### src/rtl/fir_pkg.sv
// Shared definitions for the FIR channel: sequencer states, tap counter width and
// default channel geometry used by the sequencer, input memory and coefficient ROM.
package fir_pkg;

    localparam int CNT_W           = 8;
    localparam int DRAIN_W         = 4;
    localparam int DEFAULT_LENGTH  = 64;
    localparam int DEFAULT_MAC_LAT = 1;

    typedef enum logic [1:0] {
        IDLE,
        MAC,
        DRAIN,
        DONE
    } fir_seq_state_t;

    // Index of the final tap for a channel of the given length.
    function automatic logic [CNT_W-1:0] last_tap(input int length);
        return CNT_W'(length - 1);
    endfunction

endpackage

### src/rtl/fir_sequencer_if.sv
// Handshake and datapath-control bundle between the FIR sequencer and its
// sample source/sink plus the input-memory/coefficient/MAC datapath.
interface fir_sequencer_if;
    import fir_pkg::*;

    logic             in_valid;
    logic             in_ready;
    logic             out_valid;
    logic             out_ready;
    logic             load;
    logic [CNT_W-1:0] counter;
    logic             acc_clr;
    logic             mac_en;
    logic             busy;

    modport master (
        input  in_valid,
        input  out_ready,
        output in_ready,
        output out_valid,
        output load,
        output counter,
        output acc_clr,
        output mac_en,
        output busy
    );

    modport slave (
        output in_valid,
        output out_ready,
        input  in_ready,
        input  out_valid,
        input  load,
        input  counter,
        input  acc_clr,
        input  mac_en,
        input  busy
    );

endinterface

### src/rtl/fir_sequencer.sv
// Control FSM for one FIR channel: accepts a sample, sweeps the tap counter for the
// MAC, waits out the MAC pipeline latency, then offers the accumulated result.
module fir_sequencer
    import fir_pkg::*;
#(
    parameter int LENGTH  = DEFAULT_LENGTH,
    parameter int MAC_LAT = DEFAULT_MAC_LAT
) (
    input  logic            clk,
    input  logic            rst,
    fir_sequencer_if.master bus
);

    localparam logic [CNT_W-1:0]   LAST_TAP   = last_tap(LENGTH);
    localparam logic [DRAIN_W-1:0] DRAIN_INIT = DRAIN_W'(MAC_LAT);

    fir_seq_state_t     state;
    fir_seq_state_t     state_next;
    logic [CNT_W-1:0]   counter;
    logic [CNT_W-1:0]   counter_next;
    logic [DRAIN_W-1:0] drain;
    logic [DRAIN_W-1:0] drain_next;

    logic in_ready;
    logic out_valid;
    logic load;
    logic acc_clr;
    logic mac_en;

    always_ff @(posedge clk) begin
        if (rst) begin
            state   <= IDLE;
            counter <= '0;
            drain   <= '0;
        end else begin
            state   <= state_next;
            counter <= counter_next;
            drain   <= drain_next;
        end
    end

    // load/acc_clr follow in_valid combinationally so the memory and the
    // accumulator act on the very edge that completes the input handshake.
    always_comb begin
        state_next   = state;
        counter_next = counter;
        drain_next   = drain;
        in_ready     = 1'b0;
        out_valid    = 1'b0;
        load         = 1'b0;
        acc_clr      = 1'b0;
        mac_en       = 1'b0;

        unique case (state)
            IDLE: begin
                in_ready = 1'b1;
                load     = bus.in_valid;
                acc_clr  = bus.in_valid;
                if (bus.in_valid) begin
                    state_next   = MAC;
                    counter_next = '0;
                end
            end

            MAC: begin
                mac_en = 1'b1;
                if (counter == LAST_TAP) begin
                    if (MAC_LAT == 0) begin
                        state_next = DONE;
                    end else begin
                        state_next = DRAIN;
                        drain_next = DRAIN_INIT;
                    end
                end else begin
                    counter_next = counter + CNT_W'(1);
                end
            end

            DRAIN: begin
                if (drain != '0) begin
                    drain_next = drain - DRAIN_W'(1);
                end
                if (drain <= DRAIN_W'(1)) begin
                    state_next = DONE;
                end
            end

            DONE: begin
                out_valid = 1'b1;
                if (bus.out_ready) begin
                    state_next   = IDLE;
                    counter_next = '0;
                end
            end

            default: begin
                state_next   = IDLE;
                counter_next = '0;
                drain_next   = '0;
            end
        endcase
    end

    assign bus.in_ready  = in_ready;
    assign bus.out_valid = out_valid;
    assign bus.load      = load;
    assign bus.acc_clr   = acc_clr;
    assign bus.mac_en    = mac_en;
    assign bus.counter   = counter;
    assign bus.busy      = (state != IDLE);

endmodule

### src/flat_wrapper.sv
// flat-port wrapper written by rule: the top's interface ports become plain ports
module fir_sequencer_flat import fir_pkg::*;
#(
    parameter int LENGTH  = DEFAULT_LENGTH,
    parameter int MAC_LAT = DEFAULT_MAC_LAT
)
  (clk, rst, bus_in_valid, bus_out_ready, bus_in_ready, bus_out_valid, bus_load, bus_counter, bus_acc_clr, bus_mac_en, bus_busy);
  fir_sequencer_if bus_i ();
  input  logic clk;
  input  logic rst;
  input wire logic [$bits(bus_i.in_valid)-1:0] bus_in_valid;
  input wire logic [$bits(bus_i.out_ready)-1:0] bus_out_ready;
  output wire logic [$bits(bus_i.in_ready)-1:0] bus_in_ready;
  output wire logic [$bits(bus_i.out_valid)-1:0] bus_out_valid;
  output wire logic [$bits(bus_i.load)-1:0] bus_load;
  output wire logic [$bits(bus_i.counter)-1:0] bus_counter;
  output wire logic [$bits(bus_i.acc_clr)-1:0] bus_acc_clr;
  output wire logic [$bits(bus_i.mac_en)-1:0] bus_mac_en;
  output wire logic [$bits(bus_i.busy)-1:0] bus_busy;
  assign bus_i.in_valid = bus_in_valid;
  assign bus_i.out_ready = bus_out_ready;
  assign bus_in_ready = bus_i.in_ready;
  assign bus_out_valid = bus_i.out_valid;
  assign bus_load = bus_i.load;
  assign bus_counter = bus_i.counter;
  assign bus_acc_clr = bus_i.acc_clr;
  assign bus_mac_en = bus_i.mac_en;
  assign bus_busy = bus_i.busy;
  fir_sequencer #(.LENGTH(LENGTH), .MAC_LAT(MAC_LAT)) u_core (.clk(clk), .rst(rst), .bus(bus_i));
endmodule
### config.mk
export PLATFORM = sky130hd
export DESIGN_NAME = fir_sequencer_flat
export DESIGN_NICKNAME = d
export VERILOG_FILES = /design/src/rtl/fir_pkg.sv /design/src/rtl/fir_sequencer_if.sv /design/src/rtl/fir_sequencer.sv /design/src/flat_wrapper.sv
export SDC_FILE = /design/constraint.sdc
export NUM_CORES = 1
export LEC_CHECK = 0
export CAP_MARGIN = 0
export CORE_MARGIN = 2
export CORE_UTILIZATION = 55
export DETAILED_ROUTE_END_ITERATION = 7
export PLACE_DENSITY = 0.86
export SETUP_SLACK_MARGIN = 0.4
export SLEW_MARGIN = 20
export SYNTH_ARGS = -nofsm -noshare
export SYNTH_HDL_FRONTEND = slang
export SYNTH_SLANG_ARGS = --single-unit
export TNS_END_PERCENT = 30
### constraint.sdc
create_clock -name clk -period 4.4 [get_ports clk]
set_input_delay 0.88 -clock clk [delete_from_list [all_inputs] [get_ports clk]]
set_output_delay 0.88 -clock clk [all_outputs]
set_load 0.005 [all_outputs]
==> impl_metrics.py <==
metrics = {
    "final_layout": {
        "finalInstanceArea_um2": 1150,
        "fillers": 147,
        "syn2layout_area_growth_pct": 17.7,
        "utilization_pct": 68.0,
        "fin_nets": 144,
        "n_antenna_cell": 0,
        "instances_no_fill": 146,
        "drive_above_1_share_pct": 8.53,
        "final_cell_mix": "17 x clkdlybuf4s50_1, 14 x dfxtp_1, 11 x nand2_1, 9 x inv_1, 9 x ha_1",
        "final_common_cell": "clkdlybuf4s50_1",
    },
    "global_route": {
        "gr-total-overflow": 0,
        "grt_pass1_vias": 932,
        "grt_use_total_pct": 24.9,
        "grt_max_degree": 18,
        "grt_pass1_wl_mm": 3.77,
        "antenna_found_initial": 0,
    },
    "logic_synthesis": {
        "synth_area_leaders": "dfxtp_1 29%, ha_1 12%, nand2_1 4.2%",
        "seq_area_frac_synth_pct": 28.7,
        "synth.distinct_cells": 39,
        "synthArstFlopShare_pct": 0,
        "syn-num-nets": 127,
        "ys_warn_count": 0,
        "synth_cells": 114,
        "synth_ff_type": "dfxtp_1",
        "synth_seq_cells": 14,
        "synth_top_cell_area_share_pct": 28.7,
        "synth-edff-count": 0,
        "synth_largest_area_cell": "dfxtp_1",
        "syn_area_per_cell_um2": 8.56,
        "synth_area_um2": 976,
    },
    "cts": {
        "cts_setup_buffers": 0,
        "cts_max_level": 1,
        "cts_buffers": 3,
        "root_buffer": "clkbuf_4",
        "clk_path_buf_depth": 2,
        "clock_latency_ps": 290,
        "path_clk_slew_ps": 80,
        "cts_tree": "done",
        "hold_buffers": 0,
        "cts_sinks": 14,
        "ctsResizeCount": 0,
    },
    "route": {
        "wl_per_cell_um": 15.9,
        "via_per_inst": 6.42,
        "dr.pass1.iters": 4,
        "vias": 938,
        "drt_iter0_drc": 18,
        "drc": 0,
        "drtAntennaViolNets": 0,
        "drt-total-wl_mm": 2.33,
    },
    "placed_design": {
        "gp_congestion": 0.757,
        "io_buffers": 17,
        "dp_hpwl_mm": 1.77,
        "postPlaceCellArea_um2": 1130,
        "dp.cells": 143,
    },
    "sta": {
        "drv_slew": 0,
        "rsz0062_at_grt": "no",
        "period_needed_ps": 2920,
        "setup_viol": 0,
        "fin_crit_sh_pct": 66.4,
        "fin_hold_ws_ps": 509,
        "finClkSkew_ps": 4.53,
        "worstMarginPinSlew_ps": 823,
        "tns_ps": 0,
        "relSlewSlack_pct": 45.2,
        "max_freq_mhz": 342,
        "hold_violations": 0,
    },
    "setup_path": {
        "crit_required_ps": 3520,
        "critPathArrivalTime_ps": 2040,
        "path_class": "primary input to primary output",
        "end_kind": "primary output",
        "cp_max_fo": 4,
        "startpoint_type": "primary input",
    },
    "pwr": {
        "power_density_nw_per_um2": 482,
        "p_leak_nw": 0.427,
        "vdd_drop_max_mv": 0.332,
    },
    "floorplanning": {
        "die_area_um2": 2130,
        "initial_utilization_pct": 57.8,
        "fp.dieH_um": 46.1,
        "die_x_um": 46.1,
        "rows": 15,
        "io-pin-count": 18,
        "core_um2": 1690,
    },
    "hold_path": {
        "hp-class": "flip-flop to flip-flop",
    },
    "run_status": {
        "status": "complete, no violations",
    },
    "run": {
        "cap_violations": 0,
    },
}
==> critical path, cell delays in order <==
cell             delay [ps]
clkdlybuf4s50_1         450
inv_1                    70
nor2_1                  120
clkdlybuf4s50_1         520
==> flip-flops by register name (all words and copies together), names as in the netlist <==
name	count
u_core.bus.counter	8
u_core.drain	4
u_core.state	2
==> routing by layer <==
metal  track usage, %  up-vias  part of all wire (%)
li1                 -      460                     -
met1             25.8      454                    42
met2             44.7       19                    52
met3             4.31        5                   4.1
met4             16.6        0                   1.9
met5                0        -                     0
==> Yosys cell counts, drive strengths merged, types with 2 or more instances <==
library cell   n
and3           4
a21oi          6
a311oi         3
dfxtp         14
inv            9
nand3          9
buf            4
nand2b         2
a31o           2
o2bb2ai        2
nand4          2
o21ai          6
ha             9
or3            2
nor3           3
a32o           3
nand2         11
a221oi         2
nor2           6
==> through the flow <==
stage               power [W]  setup slack (ps)
floorplan            0.000384              2310
global placement     0.000464              1500
detailed placement   0.000480              1480
CTS                  0.000556              1480
global route         0.000589              1420
finish               0.000553              1480
==> layout make-up <==
type,count,area (µm²),share of cell area [%]
flip-flops and latches,14,280,24.4
well taps,17,21.3,1.85
repair buffers,17,170,14.8
inverters,9,33.8,2.94
multi-input cells,86,621,54.0
clock buffers,3,22.5,1.96
==> report_power, final <==
group	switching, W	internal [W]	total (W)
clock network	0.0000439	0.0000319	0.0000758
logic	0.000171	0.000142	0.000313
registers	0.0000212	0.000143	0.000164
==> final timing paths <==
check | slack [ps] | cells past startpoint | endpoint | startpoint
worst max register to register | 2280 | 5 | u_core.bus.counter[6] | u_core.state[0]
worst max-delay path | 1480 | 4 | bus_load | bus_in_valid
worst min register to register | 510 | 1 | u_core.drain[3] | u_core.drain[3]
worst min-delay path | 510 | 1 | u_core.drain[3] | u_core.drain[3]
==> kinds of logic after synthesis <==
logic type      count (synthesis)  share of synthesized area [%]
compound gates                 32                           26.0
mux                             1                           1.03
flops                          14                           28.7
fa+ha+maj                       9                           11.5
simple gates                   44                           25.0
buf+inv                        14                           7.69
(Power assumes the default switching activity.)
